==> config.mk <==
export PLATFORM = sky130hd
export DESIGN_NAME = gtx_reset_arb_flat
export DESIGN_NICKNAME = d
export VERILOG_FILES = /design/src/rtl/gtx_reset_arb_pkg.sv /design/src/rtl/gtx_reset_arb_if.sv /design/src/rtl/gtx_reset_arb_timer.sv /design/src/rtl/gtx_reset_arb.sv /design/src/flat_wrapper.sv
export SDC_FILE = /design/constraint.sdc
export NUM_CORES = 1
export LEC_CHECK = 0
export BUFFER_PORTS_ARGS = -buffer_cell sky130_fd_sc_hd__buf_2
export CORE_ASPECT_RATIO = 0.8
export CORE_MARGIN = 10
export CORE_UTILIZATION = 62
export CTS_CLUSTER_DIAMETER = 120
export DETAILED_ROUTE_END_ITERATION = 12
export GPL_TIMING_DRIVEN = 0
export PLACE_DENSITY = 0.95
export SYNTH_ARGS = -nofsm -noshare
export SYNTH_HDL_FRONTEND = slang
export SYNTH_HIERARCHICAL = 1
export SYNTH_SLANG_ARGS = --single-unit
==> constraint.sdc <==
create_clock -name clk -period 8 [get_ports clk]
set_input_delay 0.4 -clock clk [delete_from_list [all_inputs] [get_ports clk]]
set_output_delay 0.4 -clock clk [all_outputs]
set_load 0.02 [all_outputs]
==> src/rtl/gtx_reset_arb_pkg.sv <==
// rtl/gtx_reset_arb_pkg.sv - shared types and constants for the GTX partial reset arbiter
//
// Package sata_phy_pkg:
//   arb_state_e  : arbiter FSM encoding (ST_IDLE, ST_ASSERT, ST_WAIT, ST_TOUT, ST_ACK), 3 bits
//   CH_TX/CH_RX  : channel ids latched into the arbiter's sel register
//   STAT_W       : width of the saturating statistics counters
//   sat_inc()    : saturating increment used by the statistics counters
package sata_phy_pkg;

    typedef enum logic [2:0] {
        ST_IDLE   = 3'd0,
        ST_ASSERT = 3'd1,
        ST_WAIT   = 3'd2,
        ST_TOUT   = 3'd3,
        ST_ACK    = 3'd4
    } arb_state_e;

    localparam logic CH_TX = 1'b0;
    localparam logic CH_RX = 1'b1;

    localparam int STAT_W = 8;

    function automatic logic [STAT_W-1:0] sat_inc(input logic [STAT_W-1:0] v);
        return (&v) ? v : v + {{(STAT_W-1){1'b0}}, 1'b1};
    endfunction

endpackage

==> src/rtl/gtx_reset_arb_if.sv <==
// rtl/gtx_reset_arb_if.sv - request/ack, GTX reset pin and status bundle of the reset arbiter
//
// Signals:
//   txpcsreset_req / recal_tx_done : TX PCS reset request and its 1-cycle ack
//   rxreset_req / rxreset_ack      : RX reset request and its 1-cycle ack
//   gtx_txpcsreset / gtx_txresetdone : GTX TX PCS reset pin and its resetdone
//   gtx_rxreset / gtx_rxresetdone    : GTX RX reset pin and its resetdone
//   busy, reset_fail               : arbiter status
//   tx_rst_cnt, rx_rst_cnt, timeout_cnt : statistics counters
// Modports:
//   slave  : the arbiter
//   master : the environment (OOB controller + GTX wrapper)
interface gtx_reset_arb_if;

    logic                             txpcsreset_req;
    logic                             recal_tx_done;
    logic                             rxreset_req;
    logic                             rxreset_ack;
    logic                             gtx_txpcsreset;
    logic                             gtx_txresetdone;
    logic                             gtx_rxreset;
    logic                             gtx_rxresetdone;
    logic                             busy;
    logic                             reset_fail;
    logic [sata_phy_pkg::STAT_W-1:0]  tx_rst_cnt;
    logic [sata_phy_pkg::STAT_W-1:0]  rx_rst_cnt;
    logic [sata_phy_pkg::STAT_W-1:0]  timeout_cnt;

    modport slave (
        input  txpcsreset_req, rxreset_req, gtx_txresetdone, gtx_rxresetdone,
        output recal_tx_done, rxreset_ack, gtx_txpcsreset, gtx_rxreset,
        output busy, reset_fail, tx_rst_cnt, rx_rst_cnt, timeout_cnt
    );

    modport master (
        output txpcsreset_req, rxreset_req, gtx_txresetdone, gtx_rxresetdone,
        input  recal_tx_done, rxreset_ack, gtx_txpcsreset, gtx_rxreset,
        input  busy, reset_fail, tx_rst_cnt, rx_rst_cnt, timeout_cnt
    );

endinterface

==> src/rtl/gtx_reset_arb_timer.sv <==
// rtl/gtx_reset_arb_timer.sv - loadable up/down counter with terminal flag (module rst_timer)
//
// Ports:
//   clk, rstn  : clock, synchronous active-low reset
//   load       : load load_val this cycle (wins over en)
//   load_val   : value to load
//   en         : count this cycle
//   up         : direction, 1 = increment, 0 = decrement
//   term_val   : value at which term is flagged
//   term       : cnt_q == term_val
module rst_timer #(
    parameter int W = 16
) (
    input  logic         clk,
    input  logic         rstn,
    input  logic         load,
    input  logic [W-1:0] load_val,
    input  logic         en,
    input  logic         up,
    input  logic [W-1:0] term_val,
    output logic         term
);

    logic [W-1:0] cnt_q, cnt_d;

    always_comb begin
        cnt_d = cnt_q;
        if (load) begin
            cnt_d = load_val;
        end else if (en) begin
            cnt_d = up ? cnt_q + {{(W-1){1'b0}}, 1'b1} : cnt_q - {{(W-1){1'b0}}, 1'b1};
        end
    end

    always_ff @(posedge clk) begin
        if (!rstn) begin
            cnt_q <= '0;
        end else begin
            cnt_q <= cnt_d;
        end
    end

    assign term = (cnt_q == term_val);

endmodule

==> src/rtl/gtx_reset_arb.sv <==
// rtl/gtx_reset_arb.sv - serializes TX PCS / RX partial GTX resets with timeout, retry and ack
//
// Ports:
//   clk  : usrclk2 (sata clk)
//   rstn : synchronous active-low reset
//   bus  : gtx_reset_arb_if.slave (requests/acks, GTX reset pins and resetdones, status, stats)
// Parameters:
//   PULSE_CYCLES   : cycles a GTX reset pin is held high (1..255)
//   TIMEOUT_CYCLES : cycles after release to wait for resetdone (16..65535)
//   MAX_RETRY      : re-issues after a timeout before acking with reset_fail (0..7)
// Build option:
//   GTX_RST_STATS_EN : when defined, tx_rst_cnt / rx_rst_cnt / timeout_cnt count saturating
//                      at 255; otherwise they are tied to 0 and no counter flops exist.
module gtx_reset_arb
    import sata_phy_pkg::*;
#(
    parameter int PULSE_CYCLES   = 8,
    parameter int TIMEOUT_CYCLES = 4096,
    parameter int MAX_RETRY      = 2
) (
    input  logic            clk,
    input  logic            rstn,
    gtx_reset_arb_if.slave  bus
);

    localparam int         TW        = 16;
    localparam logic [TW-1:0] PULSE_LD  = TW'(PULSE_CYCLES - 1);
    localparam logic [TW-1:0] TOUT_LAST = TW'(TIMEOUT_CYCLES - 1);
    localparam logic [2:0]    RETRY_MAX = 3'(MAX_RETRY);

    arb_state_e state_q, state_d;
    logic       sel_q, sel_d;
    logic       pend_tx_q, pend_tx_d;
    logic       pend_rx_q, pend_rx_d;
    logic       txreq_prev_q, rxreq_prev_q;
    logic       seen_low_q, seen_low_d;
    logic [2:0] retry_q, retry_d;
    logic       fail_q, fail_d;
    logic       txpin_q, txpin_d;
    logic       rxpin_q, rxpin_d;
    logic       txack_q, txack_d;
    logic       rxack_q, rxack_d;
    logic       rfail_q, rfail_d;

    logic          tx_edge, rx_edge, sel_done;
    logic          tmr_load, tmr_en, tmr_up, tmr_term;
    logic [TW-1:0] tmr_load_val, tmr_term_val;

    assign tx_edge  = bus.txpcsreset_req & ~txreq_prev_q;
    assign rx_edge  = bus.rxreset_req & ~rxreq_prev_q;
    assign sel_done = (sel_q == CH_TX) ? bus.gtx_txresetdone : bus.gtx_rxresetdone;

    // One timer serves both phases: down-count of the pulse width in ASSERT,
    // up-count of the resetdone timeout in WAIT.
    rst_timer #(.W(TW)) u_timer (
        .clk      (clk),
        .rstn     (rstn),
        .load     (tmr_load),
        .load_val (tmr_load_val),
        .en       (tmr_en),
        .up       (tmr_up),
        .term_val (tmr_term_val),
        .term     (tmr_term)
    );

    always_comb begin
        state_d      = state_q;
        sel_d        = sel_q;
        pend_tx_d    = pend_tx_q | tx_edge;
        pend_rx_d    = pend_rx_q | rx_edge;
        seen_low_d   = seen_low_q;
        retry_d      = retry_q;
        fail_d       = fail_q;
        tmr_load     = 1'b0;
        tmr_load_val = PULSE_LD;
        tmr_en       = 1'b0;
        tmr_up       = 1'b0;
        tmr_term_val = '0;

        case (state_q)
            ST_IDLE: begin
                if (pend_tx_q || pend_rx_q) begin
                    // A fresh edge arriving now re-arms the channel being cleared.
                    if (pend_tx_q) begin
                        sel_d     = CH_TX;
                        pend_tx_d = tx_edge;
                    end else begin
                        sel_d     = CH_RX;
                        pend_rx_d = rx_edge;
                    end
                    seen_low_d = 1'b0;
                    tmr_load   = 1'b1;
                    state_d    = ST_ASSERT;
                end
            end
            ST_ASSERT: begin
                if (!sel_done) begin
                    seen_low_d = 1'b1;
                end
                tmr_en = 1'b1;
                if (tmr_term) begin
                    tmr_load     = 1'b1;
                    tmr_load_val = '0;
                    state_d      = ST_WAIT;
                end
            end
            ST_WAIT: begin
                tmr_en       = 1'b1;
                tmr_up       = 1'b1;
                tmr_term_val = TOUT_LAST;
                if (!sel_done) begin
                    seen_low_d = 1'b1;
                end
                // Only a low->high transition counts: resetdone stuck high is a timeout.
                if (seen_low_q && sel_done) begin
                    state_d = ST_ACK;
                end else if (tmr_term) begin
                    state_d = ST_TOUT;
                end
            end
            ST_TOUT: begin
                if (retry_q < RETRY_MAX) begin
                    retry_d    = retry_q + 3'd1;
                    seen_low_d = 1'b0;
                    tmr_load   = 1'b1;
                    state_d    = ST_ASSERT;
                end else begin
                    fail_d  = 1'b1;
                    state_d = ST_ACK;
                end
            end
            ST_ACK: begin
                retry_d = '0;
                fail_d  = 1'b0;
                state_d = ST_IDLE;
            end
            default: begin
                state_d = ST_IDLE;
            end
        endcase

        // Pins follow the next state so they are high exactly while state_q is ASSERT.
        txpin_d = (state_d == ST_ASSERT) && (sel_d == CH_TX);
        rxpin_d = (state_d == ST_ASSERT) && (sel_d == CH_RX);
        txack_d = (state_q == ST_ACK) && (sel_q == CH_TX);
        rxack_d = (state_q == ST_ACK) && (sel_q == CH_RX);
        rfail_d = (state_q == ST_ACK) && fail_q;
    end

    always_ff @(posedge clk) begin
        if (!rstn) begin
            state_q      <= ST_IDLE;
            sel_q        <= CH_TX;
            pend_tx_q    <= 1'b0;
            pend_rx_q    <= 1'b0;
            txreq_prev_q <= 1'b0;
            rxreq_prev_q <= 1'b0;
            seen_low_q   <= 1'b0;
            retry_q      <= '0;
            fail_q       <= 1'b0;
            txpin_q      <= 1'b0;
            rxpin_q      <= 1'b0;
            txack_q      <= 1'b0;
            rxack_q      <= 1'b0;
            rfail_q      <= 1'b0;
        end else begin
            state_q      <= state_d;
            sel_q        <= sel_d;
            pend_tx_q    <= pend_tx_d;
            pend_rx_q    <= pend_rx_d;
            txreq_prev_q <= bus.txpcsreset_req;
            rxreq_prev_q <= bus.rxreset_req;
            seen_low_q   <= seen_low_d;
            retry_q      <= retry_d;
            fail_q       <= fail_d;
            txpin_q      <= txpin_d;
            rxpin_q      <= rxpin_d;
            txack_q      <= txack_d;
            rxack_q      <= rxack_d;
            rfail_q      <= rfail_d;
        end
    end

    assign bus.gtx_txpcsreset = txpin_q;
    assign bus.gtx_rxreset    = rxpin_q;
    assign bus.recal_tx_done  = txack_q;
    assign bus.rxreset_ack    = rxack_q;
    assign bus.reset_fail     = rfail_q;
    assign bus.busy           = (state_q != ST_IDLE);

`ifdef GTX_RST_STATS_EN
    logic [STAT_W-1:0] tx_cnt_q, tx_cnt_d;
    logic [STAT_W-1:0] rx_cnt_q, rx_cnt_d;
    logic [STAT_W-1:0] to_cnt_q, to_cnt_d;

    // Counts step in the ACK/TOUT state so they are current when the ack pulse is seen.
    always_comb begin
        tx_cnt_d = tx_cnt_q;
        rx_cnt_d = rx_cnt_q;
        to_cnt_d = to_cnt_q;
        if (state_q == ST_ACK && sel_q == CH_TX) begin
            tx_cnt_d = sat_inc(tx_cnt_q);
        end
        if (state_q == ST_ACK && sel_q == CH_RX) begin
            rx_cnt_d = sat_inc(rx_cnt_q);
        end
        if (state_q == ST_TOUT) begin
            to_cnt_d = sat_inc(to_cnt_q);
        end
    end

    always_ff @(posedge clk) begin
        if (!rstn) begin
            tx_cnt_q <= '0;
            rx_cnt_q <= '0;
            to_cnt_q <= '0;
        end else begin
            tx_cnt_q <= tx_cnt_d;
            rx_cnt_q <= rx_cnt_d;
            to_cnt_q <= to_cnt_d;
        end
    end

    assign bus.tx_rst_cnt  = tx_cnt_q;
    assign bus.rx_rst_cnt  = rx_cnt_q;
    assign bus.timeout_cnt = to_cnt_q;
`else
    assign bus.tx_rst_cnt  = '0;
    assign bus.rx_rst_cnt  = '0;
    assign bus.timeout_cnt = '0;
`endif

endmodule

==> src/flat_wrapper.sv <==
// flat-port wrapper written by rule: the top's interface ports become plain ports
module gtx_reset_arb_flat import sata_phy_pkg::*;
#(
    parameter int PULSE_CYCLES   = 8,
    parameter int TIMEOUT_CYCLES = 4096,
    parameter int MAX_RETRY      = 2
)
  (clk, rstn, bus_txpcsreset_req, bus_rxreset_req, bus_gtx_txresetdone, bus_gtx_rxresetdone, bus_recal_tx_done, bus_rxreset_ack, bus_gtx_txpcsreset, bus_gtx_rxreset, bus_busy, bus_reset_fail, bus_tx_rst_cnt, bus_rx_rst_cnt, bus_timeout_cnt);
  gtx_reset_arb_if bus_i ();
  input  logic clk;
  input  logic rstn;
  input wire logic [$bits(bus_i.txpcsreset_req)-1:0] bus_txpcsreset_req;
  input wire logic [$bits(bus_i.rxreset_req)-1:0] bus_rxreset_req;
  input wire logic [$bits(bus_i.gtx_txresetdone)-1:0] bus_gtx_txresetdone;
  input wire logic [$bits(bus_i.gtx_rxresetdone)-1:0] bus_gtx_rxresetdone;
  output wire logic [$bits(bus_i.recal_tx_done)-1:0] bus_recal_tx_done;
  output wire logic [$bits(bus_i.rxreset_ack)-1:0] bus_rxreset_ack;
  output wire logic [$bits(bus_i.gtx_txpcsreset)-1:0] bus_gtx_txpcsreset;
  output wire logic [$bits(bus_i.gtx_rxreset)-1:0] bus_gtx_rxreset;
  output wire logic [$bits(bus_i.busy)-1:0] bus_busy;
  output wire logic [$bits(bus_i.reset_fail)-1:0] bus_reset_fail;
  output wire logic [$bits(bus_i.tx_rst_cnt)-1:0] bus_tx_rst_cnt;
  output wire logic [$bits(bus_i.rx_rst_cnt)-1:0] bus_rx_rst_cnt;
  output wire logic [$bits(bus_i.timeout_cnt)-1:0] bus_timeout_cnt;
  assign bus_i.txpcsreset_req = bus_txpcsreset_req;
  assign bus_i.rxreset_req = bus_rxreset_req;
  assign bus_i.gtx_txresetdone = bus_gtx_txresetdone;
  assign bus_i.gtx_rxresetdone = bus_gtx_rxresetdone;
  assign bus_recal_tx_done = bus_i.recal_tx_done;
  assign bus_rxreset_ack = bus_i.rxreset_ack;
  assign bus_gtx_txpcsreset = bus_i.gtx_txpcsreset;
  assign bus_gtx_rxreset = bus_i.gtx_rxreset;
  assign bus_busy = bus_i.busy;
  assign bus_reset_fail = bus_i.reset_fail;
  assign bus_tx_rst_cnt = bus_i.tx_rst_cnt;
  assign bus_rx_rst_cnt = bus_i.rx_rst_cnt;
  assign bus_timeout_cnt = bus_i.timeout_cnt;
  gtx_reset_arb #(.PULSE_CYCLES(PULSE_CYCLES), .TIMEOUT_CYCLES(TIMEOUT_CYCLES), .MAX_RETRY(MAX_RETRY)) u_core (.clk(clk), .rstn(rstn), .bus(bus_i));
endmodule
Yosys cells after proc, flatten, opt, wreduce, memory -nomap -nowiden. Cells that the tools add are included.

Register bits: 34. Bits of input ports: 6. Output and inout bits: 30. Logic and storage cells: 89.

$add $sub $neg: 3. Order comparisons: 1. Equal/unequal tests: 10. Mux-type cells: 36. Bitwise logic cells: 8. Reduce and logical (&&, ||, !) cells: 16.

Operators by type and width (number): 2-to-1 mux 16 bit (4); 2-to-1 mux 3 bit (7); 2-to-1 mux 1 bit (19); adder 16 x 1 -> 16 bit (second input constant) (1); == test 16 bit (1); subtractor 16 x 1 -> 16 bit (second input constant) (1); 2-to-1 mux 12 bit (1); one-hot mux 3 bit (4 select lines) (1); == test 3 x 1 -> 1 bit (second input constant) (2); == test 3 x 2 -> 1 bit (second input constant) (2); logical AND 1 bit (6); one-hot mux 1 bit (3 select lines) (2); one-hot mux 3 bit (2 select lines) (1); nonzero test 3 bit (2); != test 2 x 1 -> 1 bit (second input constant) (2); != test 2 bit (second input constant) (2); inverter 1 bit (4); AND reduction 2 bit (2); AND reduction 4 bit (1); nonzero test 2 bit (2); adder 3 x 1 -> 3 bit (second input constant) (1); == test 3 bit (second input constant) (1); logical NOT 3 bit (1); less-than comparator 3 x 2 -> 1 bit (second input constant) (1); other kinds (5) (7).

Longest topological paths before layout. Gate-level depths: netlist (run 1).

Depth after elaboration: 8. Gate-level depth with buffers: 14. Gate-level depth less buffers: 12.

Hierarchy. The synthesis (run 1) kept the hierarchy.

By module, submodules not included: rst_timer (times used 1, cells each 209, area an instance 1641.6 um^2); gtx_reset_arb (times used 1, cells each 114, area an instance 960.9 um^2).

Worst setup path before layout (run 1). Ideal clock, no wire load.

Kind: reg2reg. Start: register u_core.state_q[0]. End: register u_core.u_timer.cnt_q[12]. Library setup time: 123 ps. Arrival time: 4632 ps. Data required time: 7877 ps. Path slack: 3246 ps. Stages on the path, launching flop included: 12. Buffers on the path: 2. Period minus slack after synthesis: 4754 ps. Path through: dfxtp_1 -> buf_2 -> buf_1 -> nor3b_1 -> inv_1 -> ha_1 -> nor2b_4 -> o31a_1 -> o31a_1 -> o41ai_2 -> xor2_1 -> o21ai_1.

Elaborated cells on any way between the ends: 15. Those cells by class: eq/ne (4); mux (8); reduce/logical (3).

RTL lines: from (decl) (RTL line gtx_reset_arb.sv:31) `arb_state_e state_q, state_d;`; from (signal assigned) (RTL line gtx_reset_arb.sv:167) `state_q <= state_d;`; == test 3 x 2 -> 1 bit (RTL line gtx_reset_arb.sv:80) `case (state_q)`; 2-to-1 mux 1 bit (RTL line gtx_reset_arb.sv:80); net u_core.tmr_up (RTL line gtx_reset_arb.sv:46) `logic tmr_load, tmr_en, tmr_up, tmr_term;`; 2-to-1 mux 16 bit (RTL line gtx_reset_arb_timer.sv:31) `cnt_d = up ? cnt_q + {{(W-1){1'b0}}, 1'b1} : cnt_q - {{(W-1){1'b0}}, 1'b1};`; 2-to-1 mux 16 bit (RTL line gtx_reset_arb_timer.sv:30) `end else if (en) begin`; 2-to-1 mux 16 bit (RTL line gtx_reset_arb_timer.sv:28) `if (load) begin`; to (signal assigned) (RTL line gtx_reset_arb_timer.sv:39) `cnt_q <= cnt_d;`; to (decl) (RTL line gtx_reset_arb_timer.sv:24) `logic [W-1:0] cnt_q, cnt_d;`.

The timed path passes the listed nets, and every way through them passes these cells. The select of a mux whose other input is x is not followed. A chain may end at the register's enable or synchronous reset.

Worst setup path in the final report (run 1).
Start: register u_core.state_q[0]. End: register u_core.u_timer.cnt_q[1].

The elaborated chain is that of the path after synthesis.

==> results.rst, run 1 <==
.. list-table::
   :header-rows: 1

   * - Metric
     - Value
   * - First-pass GRT wire length
     - 11000 um
   * - Number of antenna-violating nets in the routed design
     - 0
   * - Main flop type after synthesis
     - sky130_fd_sc_hd__dfxtp_1
   * - Number of enable-type register cells in the synthesized netlist
     - 0
   * - Initial core utilization
     - 0.662
   * - Final worst path period share
     - 0.516
   * - Setup Skew
     - 4.22 ps
   * - Clk pin slew, worst setup/hold paths
     - 70 ps
   * - Clock latency of the later-clocked register in the worst-skew pair
     - 290 ps
   * - Static Leak
     - 1.34 nW
   * - Syn Area/Cell
     - 8.06 um2
   * - Detailed-router iteration count before antenna repair
     - 5
   * - Normalized max-slew margin
     - 0.420
   * - Die H
     - 78.0 um
   * - Antenna violations before repair
     - 0
   * - Power density of the placed cells
     - 200 nW/um2
   * - Critical path cell sequence
     - buf_2, buf_1, nor3b_2, buf_6, xnor2_1, nand4_1, nor4_1, o211ai_1, o21ai_1, clkbuf_1, clkbuf_1, a211oi_1, a21oi_1, nor2_1
   * - Crit path required time
     - 8180 ps
   * - FF-to-FF setup slack
     - 3870 ps
   * - Number of max-cap violations
     - 0
   * - Share of final-layout standard cells stronger than drive strength 1
     - 0.149
   * - Fraction of synthesis flops using an asynchronous set or reset pin
     - 0
   * - Worst hold-check path type
     - primary input to register
   * - Slowest cell delay on critical path
     - 770 ps
   * - Per-cell routed wire length
     - 15.1 um
   * - Max-slew violation total from the final report
     - 0
   * - DRC
     - 0
   * - Number of storage elements in the synthesis netlist
     - 34
   * - FF+latch area
     - 681 um2
   * - Via count of the first global-routing pass
     - 2414
   * - Area of the placeable core
     - 3930 um2
   * - Clock sink count
     - 34
   * - H-tree Lvls
     - 2
   * - GR Util met2
     - 0.287
   * - Met1 layer usage reported by global route
     - 0.221
   * - Hold Crit Endpoint
     - u_core/txreq_prev_q$_SDFF_PN0_
   * - Count of buffers from port buffering
     - 11
   * - Number of rows created at floorplan
     - 20
   * - DIE WIDTH
     - 92.4 um
   * - Worst reg2reg endpoint
     - u_core/u_timer/cnt_q[1]$_SDFFE_PN0P_
   * - DRT iter0 DRCs
     - 259
   * - Layout overhead on the synthesized area
     - 14.7%
   * - Gr ovfl total
     - 0
   * - Number of failing setup endpoints in the final timing report
     - 0
   * - Fillers
     - 296
   * - Slowest cell on crit path
     - sky130_fd_sc_hd__nor4_1
   * - Worst slack, placed
     - 4000 ps
   * - Fraction of the yosys area taken by sequential cells
     - 0.262
   * - Global-route usage over all layers
     - 0.179
   * - Crit-path most repeated cell
     - sky130_fd_sc_hd__clkbuf_1
   * - Busiest grt layer
     - met2
   * - Largest net degree at the start of global routing
     - 15
   * - Worst-case setup margin in the final layout
     - 3870 ps
   * - Antenna diodes
     - 0
   * - Crit Path Class
     - register to register
   * - Cells after Synth
     - 323
   * - Outcome
     - completed
   * - Worst path top cell family by delay
     - simple AND/OR/NAND/NOR gates
   * - Number of ports placed on the die boundary
     - 36
   * - Resize count post-CTS
     - 0
   * - Synthesized area
     - 2600 um2
   * - Combined buffer and inverter count along the critical path
     - 5
   * - Detailed-route wire length
     - 6610 um
   * - Final net count
     - 404
   * - Number of post-CTS setup repair buffers
     - 0
   * - Via density per instance
     - 5.80
   * - Clock Path Buffers
     - 2
   * - Setup crit end kind
     - register
   * - Unrepaired setup endpoints after global routing
     - false
   * - Crit path launch type
     - register
   * - Worst-margin pin slew
     - 862 ps
   * - Die area
     - 7210 um2
   * - Setup tns final
     - 0 ps
   * - Half-perimeter wire length after detailed placement
     - 4880 um
   * - Critical hold path startpoint
     - bus_txpcsreset_req
   * - Highest clock rate
     - 242 MHz
   * - Cell at the root of the clock tree
     - sky130_fd_sc_hd__clkbuf_8
   * - Yosys synthesis warning count
     - 6
   * - Clock tree from TritonCTS
     - done
   * - Reg-to-Reg Start
     - u_core/state_q[0]$_SDFF_PN0_
   * - Number of CTS-inserted buffers
     - 5
   * - Arrival time reported for the critical path endpoint
     - 4310 ps
   * - Cts hold-fix bufs
     - 0
   * - Global-route met3 utilization
     - 0.0510
   * - Final Hold Fails
     - 0
   * - Final min period
     - 4130 ps
   * - Depth of the worst register-to-register path
     - 14
   * - Hold path cells
     - 2
   * - Synth unique cells
     - 60
   * - Total vias in the final route
     - 2542
   * - Top fanout value on the critical path
     - 10
   * - Area of combinational cells with multiple inputs
     - 1790 um2
   * - Final weighted congestion in routability-driven placement
     - 0.953
   * - Largest voltage drop on the vdd net
     - 0.141 mV
-- power by group --
part / switching [mW] / total (mW) / internal, mW / leakage (nW)
sequential: 0.0182 / 0.205 / 0.186 / 0.280
clock: 0.0619 / 0.131 / 0.0694 / 0.0482
combinational: 0.152 / 0.262 / 0.110 / 1.02
-- worst max path at each step --
stage / startpoint / to / slack, ps / cells after the start
global route: u_core/state_q[0]$_SDFF_PN0_ / u_core/u_timer/cnt_q[1]$_SDFFE_PN0P_ / 3620 / 14
detailed placement: u_core/state_q[0]$_SDFF_PN0_ / u_core/u_timer/cnt_q[1]$_SDFFE_PN0P_ / 4000 / 14
finish: u_core/state_q[0]$_SDFF_PN0_ / u_core/u_timer/cnt_q[1]$_SDFFE_PN0P_ / 3870 / 14
floorplan: u_core/state_q[0]$_SDFF_PN0_ / u_core/u_timer/cnt_q[12]$_SDFFE_PN0P_ / 3250 / 11
global placement: u_core/state_q[0]$_SDFF_PN0_ / u_core/u_timer/cnt_q[15]$_SDFFE_PN0P_ / 2300 / 11
CTS: u_core/state_q[0]$_SDFF_PN0_ / u_core/u_timer/cnt_q[1]$_SDFFE_PN0P_ / 3980 / 14
-- sequential cells by signal, summed over array words and instances, names as in the netlist --
| name | flops |
|---|---|
| u_core/u_timer/cnt_q | 16 |
| u_core/retry_q | 3 |
| u_core/state_q | 3 |
| u_core/bus.gtx_rxreset | 1 |
| u_core/bus.gtx_txpcsreset | 1 |
| u_core/bus.recal_tx_done | 1 |
| u_core/bus.reset_fail | 1 |
| u_core/bus.rxreset_ack | 1 |
| u_core/fail_q | 1 |
| u_core/pend_rx_q | 1 |
| u_core/pend_tx_q | 1 |
| u_core/rxreq_prev_q | 1 |
| u_core/seen_low_q | 1 |
| u_core/sel_q | 1 |
| u_core/txreq_prev_q | 1 |
-- through the flow --
stage	util	instances	total power, mW	cell area (um2)	hold WS (ps)
after floorplan	-	363	0.410	2750	427
after global placement	0.732	429	0.448	2880	443
after detailed placement	0.736	430	0.459	2890	456
after CTS	0.760	438	0.592	2980	322
after global routing	0.760	438	0.633	2980	349
final	0.760	438	0.598	2980	325
-- cell families after synthesis --
family                   Yosys count  synth area share
AO/OA/AOI/OAI                    108             0.275
AND/OR/NAND/NOR                   88             0.183
buffers and inverters             50             0.110
flip-flops                        34             0.262
XOR/XNOR                          23            0.0774
adder cells (fa/ha/maj)           16            0.0798
multiplexers                       3            0.0115
other                              1           0.00144
-- cell type report --
type	count	share of cell area
multi-input combinational	279	0.600
sequential	34	0.228
buffer	36	0.0784
clock buffer	7	0.0289
tap	55	0.0231
timing repair buffer	12	0.0222
inverter	14	0.0176
clock inverter	1	0.00168
-- cells in the final DEF (no fill, tap or decap), types with 3 or more instances in the layout --
| cell type | n |
|---|---|
| sky130_fd_sc_hd__buf_4 | 24 |
| sky130_fd_sc_hd__a21o_1 | 8 |
| sky130_fd_sc_hd__clkbuf_1 | 10 |
| sky130_fd_sc_hd__o211ai_1 | 7 |
| sky130_fd_sc_hd__nor4b_1 | 3 |
| sky130_fd_sc_hd__nand3_1 | 5 |
| sky130_fd_sc_hd__xnor2_1 | 18 |
| sky130_fd_sc_hd__buf_2 | 12 |
| sky130_fd_sc_hd__mux2i_1 | 3 |
| sky130_fd_sc_hd__nor3_1 | 6 |
| sky130_fd_sc_hd__nand2_1 | 15 |
| sky130_fd_sc_hd__o21ai_0 | 25 |
| sky130_fd_sc_hd__inv_1 | 12 |
| sky130_fd_sc_hd__nor4_1 | 3 |
| sky130_fd_sc_hd__conb_1 | 41 |
| sky130_fd_sc_hd__a41oi_1 | 3 |
| sky130_fd_sc_hd__nor2_1 | 24 |
| sky130_fd_sc_hd__o211a_1 | 3 |
| sky130_fd_sc_hd__or3_1 | 4 |
| sky130_fd_sc_hd__dfxtp_1 | 34 |
| sky130_fd_sc_hd__o21a_1 | 3 |
| sky130_fd_sc_hd__a21oi_1 | 30 |
| sky130_fd_sc_hd__a211oi_1 | 4 |
| sky130_fd_sc_hd__ha_1 | 15 |
| sky130_fd_sc_hd__clkbuf_8 | 6 |
| sky130_fd_sc_hd__xor2_1 | 5 |
| sky130_fd_sc_hd__and3_1 | 7 |
| sky130_fd_sc_hd__a31oi_1 | 3 |
| sky130_fd_sc_hd__nand3b_1 | 3 |
| sky130_fd_sc_hd__o31a_1 | 3 |
| sky130_fd_sc_hd__nand4_1 | 5 |
-- cell usage after synthesis, types with 2 or more instances --
master                     instances  area (um2)
sky130_fd_sc_hd__o211a_1           3        30.0
sky130_fd_sc_hd__o22ai_1           2        12.5
sky130_fd_sc_hd__nand3b_1          3        22.5
sky130_fd_sc_hd__a31oi_1           3        18.8
sky130_fd_sc_hd__nand2_1          15        56.3
sky130_fd_sc_hd__clkinv_1          2        7.51
sky130_fd_sc_hd__ha_1             15         188
sky130_fd_sc_hd__a21o_1            8        60.1
sky130_fd_sc_hd__mux2i_1           3        30.0
sky130_fd_sc_hd__o211ai_1          7        52.6
sky130_fd_sc_hd__nor2_1           24        90.1
sky130_fd_sc_hd__o21a_1            3        22.5
sky130_fd_sc_hd__a41oi_1           3        26.3
sky130_fd_sc_hd__o21ai_1           2        10.0
sky130_fd_sc_hd__nor3_1            6        30.0
sky130_fd_sc_hd__and3_1            7        43.8
sky130_fd_sc_hd__a211oi_1          4        30.0
sky130_fd_sc_hd__nand3_1           5        25.0
sky130_fd_sc_hd__a21oi_1          30         150
sky130_fd_sc_hd__xnor2_1          18         158
sky130_fd_sc_hd__inv_1            12        45.0
sky130_fd_sc_hd__xor2_1            5        43.8
sky130_fd_sc_hd__and2_1            2        12.5
sky130_fd_sc_hd__or4_1             2        15.0
sky130_fd_sc_hd__buf_4            24         180
sky130_fd_sc_hd__o21ai_0          25         125
sky130_fd_sc_hd__o31a_1            3        26.3
sky130_fd_sc_hd__dfxtp_1          34         681
sky130_fd_sc_hd__nor4_1            3        18.8
sky130_fd_sc_hd__clkbuf_1          9        33.8
sky130_fd_sc_hd__nor4b_1           3        26.3
sky130_fd_sc_hd__a211o_1           2        17.5
sky130_fd_sc_hd__nand4_1           5        31.3
sky130_fd_sc_hd__nor3b_1           2        15.0
sky130_fd_sc_hd__or3_1             4        25.0
-- worst register-to-register path: cells and delay by family (launching register included) --
| family | cells | cell delay [ps] |
|---|---|---|
| AO/OA/AOI/OAI | 4 | 560 |
| buffers and inverters | 5 | 1500 |
| flip-flops | 1 | 290 |
| XOR/XNOR | 1 | 130 |
| AND/OR/NAND/NOR | 4 | 1540 |
-- per-layer routing --
layer,wire length [um],vias up,part of all wire
met1,2820,1150,0.43
li1,-,1240,-
met5,0,-,0
met2,3020,130,0.46
met4,122,0,0.018
met3,644,22,0.097
No activity file was read; power rests on OpenSTA's default activity.
==> inputs of run 2 (changes only) <==
- ABC_AREA: not set -> 1
- CORE_UTILIZATION: 62 -> 53
- PLACE_DENSITY: 0.95 -> 0.87
- clock period: 8 -> 3.5 ns (I/O delays scaled with it)
==> run 2 against run 1 <==
Sequential share of layout area down 1.3 points; flip-flop and latch count did not move; cell area increased by 6.3%; worst setup slack got worse by 3500 ps; combinational power grew to 3.0 times the previous value; cell count up 22%; first-iteration DRC count down 13%; maximum frequency increased by 32%; total power rose to 2.6 times the previous value; sequential power rose by 130%; routed wire length fell by 1.9%; largest cell class unchanged; largest power group unchanged.
==> results.rst, run 2 <==
.. list-table::
   :header-rows: 1

   * - Metric
     - Value
   * - Cell at the root of the clock tree
     - sky130_fd_sc_hd__clkbuf_8
   * - Commonest cells after routing, fill and taps aside
     - sky130_fd_sc_hd__nand2_1, sky130_fd_sc_hd__inv_1, sky130_fd_sc_hd__conb_1
   * - Max reg flops
     - 16
   * - Synth unique cells
     - 35
   * - Clk pin slew, worst setup/hold paths
     - 70 ps
   * - Antenna diodes
     - 0
   * - Number of max-cap violations
     - 0
   * - Most flop-heavy register
     - u_core/u_timer/cnt_q
   * - Number of failing setup endpoints in the final timing report
     - 0
   * - Setup tns final
     - 0 ps
   * - Largest cells by area after synthesis
     - sky130_fd_sc_hd__dfxtp_1, sky130_fd_sc_hd__nand2_1, sky130_fd_sc_hd__inv_1
   * - Gr ovfl total
     - 0
   * - Yosys synthesis warning count
     - 6
   * - GR Util met2
     - 0.231
   * - Setup crit end kind
     - register
   * - Global-route usage over all layers
     - 0.145
   * - Detailed-router iteration count before antenna repair
     - 5
   * - Crit path launch type
     - register
   * - Crit path required time
     - 3650 ps
   * - Worst path top cell family by delay
     - simple AND/OR/NAND/NOR gates
   * - Worst-margin pin slew
     - 565 ps
   * - Top fanout value on the critical path
     - 15
   * - Arrival time reported for the critical path endpoint
     - 3290 ps
   * - Via count of the first global-routing pass
     - 2450
   * - Main flop type after synthesis
     - sky130_fd_sc_hd__dfxtp_1
   * - Antenna violations before repair
     - 0
   * - Crit Path Class
     - register to register
   * - Final Hold Fails
     - 0
   * - Per-cell routed wire length
     - 12.1 um
   * - Slowest cell on crit path
     - sky130_fd_sc_hd__nor4_1
   * - Met1 layer usage reported by global route
     - 0.191
   * - Layout overhead on the synthesized area
     - 14.5%
   * - Largest registers
     - u_core/u_timer/cnt_q (16), u_core/retry_q (3), u_core/state_q (3)
   * - Final worst path period share
     - 0.896
   * - H-tree Lvls
     - 2
   * - Synthesized area
     - 2770 um2
   * - Most common cell after layout, fill and taps aside
     - sky130_fd_sc_hd__nand2_1
   * - DIE WIDTH
     - 101 um
   * - Number of antenna-violating nets in the routed design
     - 0
   * - Initial core utilization
     - 0.550
   * - Clock Path Buffers
     - 2
   * - Fraction of the yosys area taken by sequential cells
     - 0.246
   * - Worst hold-check path type
     - primary input to register
   * - Syn Area/Cell
     - 6.72 um2
   * - Cts hold-fix bufs
     - 0
   * - Fraction of synthesis flops using an asynchronous set or reset pin
     - 0
   * - Leading area contributor after synthesis
     - sky130_fd_sc_hd__dfxtp_1
   * - Fraction of synthesized cell area taken by the top area cell type
     - 0.246
   * - Power density of the placed cells
     - 485 nW/um2
   * - Final weighted congestion in routability-driven placement
     - 0.847
   * - Cells after Synth
     - 412
   * - Detailed-route wire length
     - 6490 um
   * - Clock tree from TritonCTS
     - done
   * - Total vias in the final route
     - 2657
   * - Clock sink count
     - 34
   * - Slowest cell delay on critical path
     - 460 ps
   * - Final min period
     - 3140 ps
   * - Final cell area excluding filler cells
     - 3170 um2
   * - Combined buffer and inverter count along the critical path
     - 7
   * - Static Leak
     - 1.65 nW
   * - Share of final-layout standard cells stronger than drive strength 1
     - 0.215
   * - Max-slew violation total from the final report
     - 0
   * - Unrepaired setup endpoints after global routing
     - false
   * - Largest voltage drop on the vdd net
     - 0.308 mV
   * - Final net count
     - 496
   * - Setup Skew
     - 6.22 ps
   * - Top cells by count, synth
     - sky130_fd_sc_hd__nand2_1, sky130_fd_sc_hd__inv_1, sky130_fd_sc_hd__dfxtp_1, sky130_fd_sc_hd__buf_4, sky130_fd_sc_hd__nand3_1
   * - Via density per instance
     - 4.96
   * - Count of buffers from port buffering
     - 11
   * - Fillers
     - 449
   * - Number of storage elements in the synthesis netlist
     - 34
   * - Outcome
     - completed
   * - Number of rows created at floorplan
     - 23
   * - Normalized max-slew margin
     - 0.623
   * - Number of enable-type register cells in the synthesized netlist
     - 0
   * - Area of the placeable core
     - 5040 um2
   * - Die H
     - 84.7 um
   * - Critical path cell sequence
     - inv_2, nand2_1, clkinvlp_4, buf_12, xnor2_1, nand4_1, nor4_1, inv_1, nor2_1, inv_1, nand2_1, buf_2, nor2_4, buf_2, a22oi_1, a21oi_2
   * - Busiest grt layer
     - met2
   * - Area after detailed placement
     - 3060 um2
   * - Largest net degree at the start of global routing
     - 19
   * - Number of CTS-inserted buffers
     - 5
   * - DRC
     - 0
   * - Highest clock rate
     - 319 MHz
   * - Global-route met3 utilization
     - 0.0385
   * - First-pass GRT wire length
     - 10600 um
   * - Clock latency of the later-clocked register in the worst-skew pair
     - 280 ps
   * - Die area
     - 8540 um2
   * - Half-perimeter wire length after detailed placement
     - 5120 um
   * - Most repeated cell in the gate-level netlist after synthesis
     - sky130_fd_sc_hd__nand2_1
   * - DRT iter0 DRCs
     - 225
   * - Number of ports placed on the die boundary
     - 36
==> run 2: path summary, 6_finish.rpt <==
kind	start	slack, ps	depth (start not counted)	to
worst max-delay path	u_core/state_q[2]$_SDFF_PN0_	360	16	u_core/u_timer/cnt_q[11]$_SDFFE_PN0P_
worst min-delay path	bus_rxreset_req	100	3	u_core/rxreq_prev_q$_SDFF_PN0_
worst max register to register	u_core/state_q[2]$_SDFF_PN0_	360	16	u_core/u_timer/cnt_q[11]$_SDFFE_PN0P_
worst min register to register	u_core/rxreq_prev_q$_SDFF_PN0_	430	1	u_core/pend_rx_q$_SDFF_PN0_
==> run 2: repair_timing <==
| action | CTS | global route |
|---|---|---|
| endpoints found under the setup margin | 0 | 13 |
| buffers inserted | 0 | 3 |
| gates resized for setup | 0 | 1 |
==> run 2: final cells by class <==
type | instances | area [um2] | share of cell area
Multi-Input combinational cell | 321 | 1780 | 0.560
Sequential cell | 34 | 681 | 0.215
Inverter | 68 | 259 | 0.0817
Buffer | 30 | 211 | 0.0667
Timing Repair Buffer | 14 | 90.1 | 0.0284
Tap cell | 62 | 77.6 | 0.0245
Clock buffer | 7 | 76.3 | 0.0241
==> run 2: per-layer routing <==
metal	routed length (um)	part of all wire
met1	3030	0.47
met2	2830	0.44
met3	561	0.086
met4	61	0.0094
met5	0	0
==> run 2: worst register-to-register path, cell delays in order, from the launching register on <==
cell                         delay [ps]
sky130_fd_sc_hd__dfxtp_1            410
sky130_fd_sc_hd__inv_2               90
sky130_fd_sc_hd__nand2_1            150
sky130_fd_sc_hd__clkinvlp_4         140
sky130_fd_sc_hd__buf_12             170
sky130_fd_sc_hd__xnor2_1            190
sky130_fd_sc_hd__nand4_1            170
sky130_fd_sc_hd__nor4_1             460
sky130_fd_sc_hd__inv_1               80
sky130_fd_sc_hd__nor2_1             120
sky130_fd_sc_hd__inv_1              100
sky130_fd_sc_hd__nand2_1             80
sky130_fd_sc_hd__buf_2              250
sky130_fd_sc_hd__nor2_4              90
sky130_fd_sc_hd__buf_2              200
sky130_fd_sc_hd__a22oi_1            220
sky130_fd_sc_hd__a21oi_2             90
==> run 2: cell families after synthesis <==
| family | after synthesis | synth area share |
|---|---|---|
| simple gates | 195 | 0.339 |
| buf+inv | 98 | 0.168 |
| compound gates | 51 | 0.117 |
| flops | 34 | 0.246 |
| xor+xnor | 17 | 0.0538 |
| fa+ha+maj | 16 | 0.0750 |
| other cells | 1 | 0.00135 |
==> run 2: per-stage QoR <==
stage	utilization	worst slack, ps	hold slack [ps]	power, mW	cells
6_report	0.630	363	100	1.54	536
5_1_grt	0.630	146	114	1.66	536
4_1_cts	0.622	209	96.6	1.52	533
3_5_place_dp	0.607	222	383	1.25	526
3_3_place_gp	0.607	301	377	1.22	526
2_1_floorplan	-	672	273	1.11	453
==> run 2: where the power goes <==
part / total, mW / internal [mW] / leakage, nW / switching, mW
sequential: 0.466 / 0.427 / 0.279 / 0.0392
clock: 0.272 / 0.137 / 0.0383 / 0.135
combinational: 0.799 / 0.292 / 1.33 / 0.507
total: 1.54 / 0.856 / 1.65 / 0.681
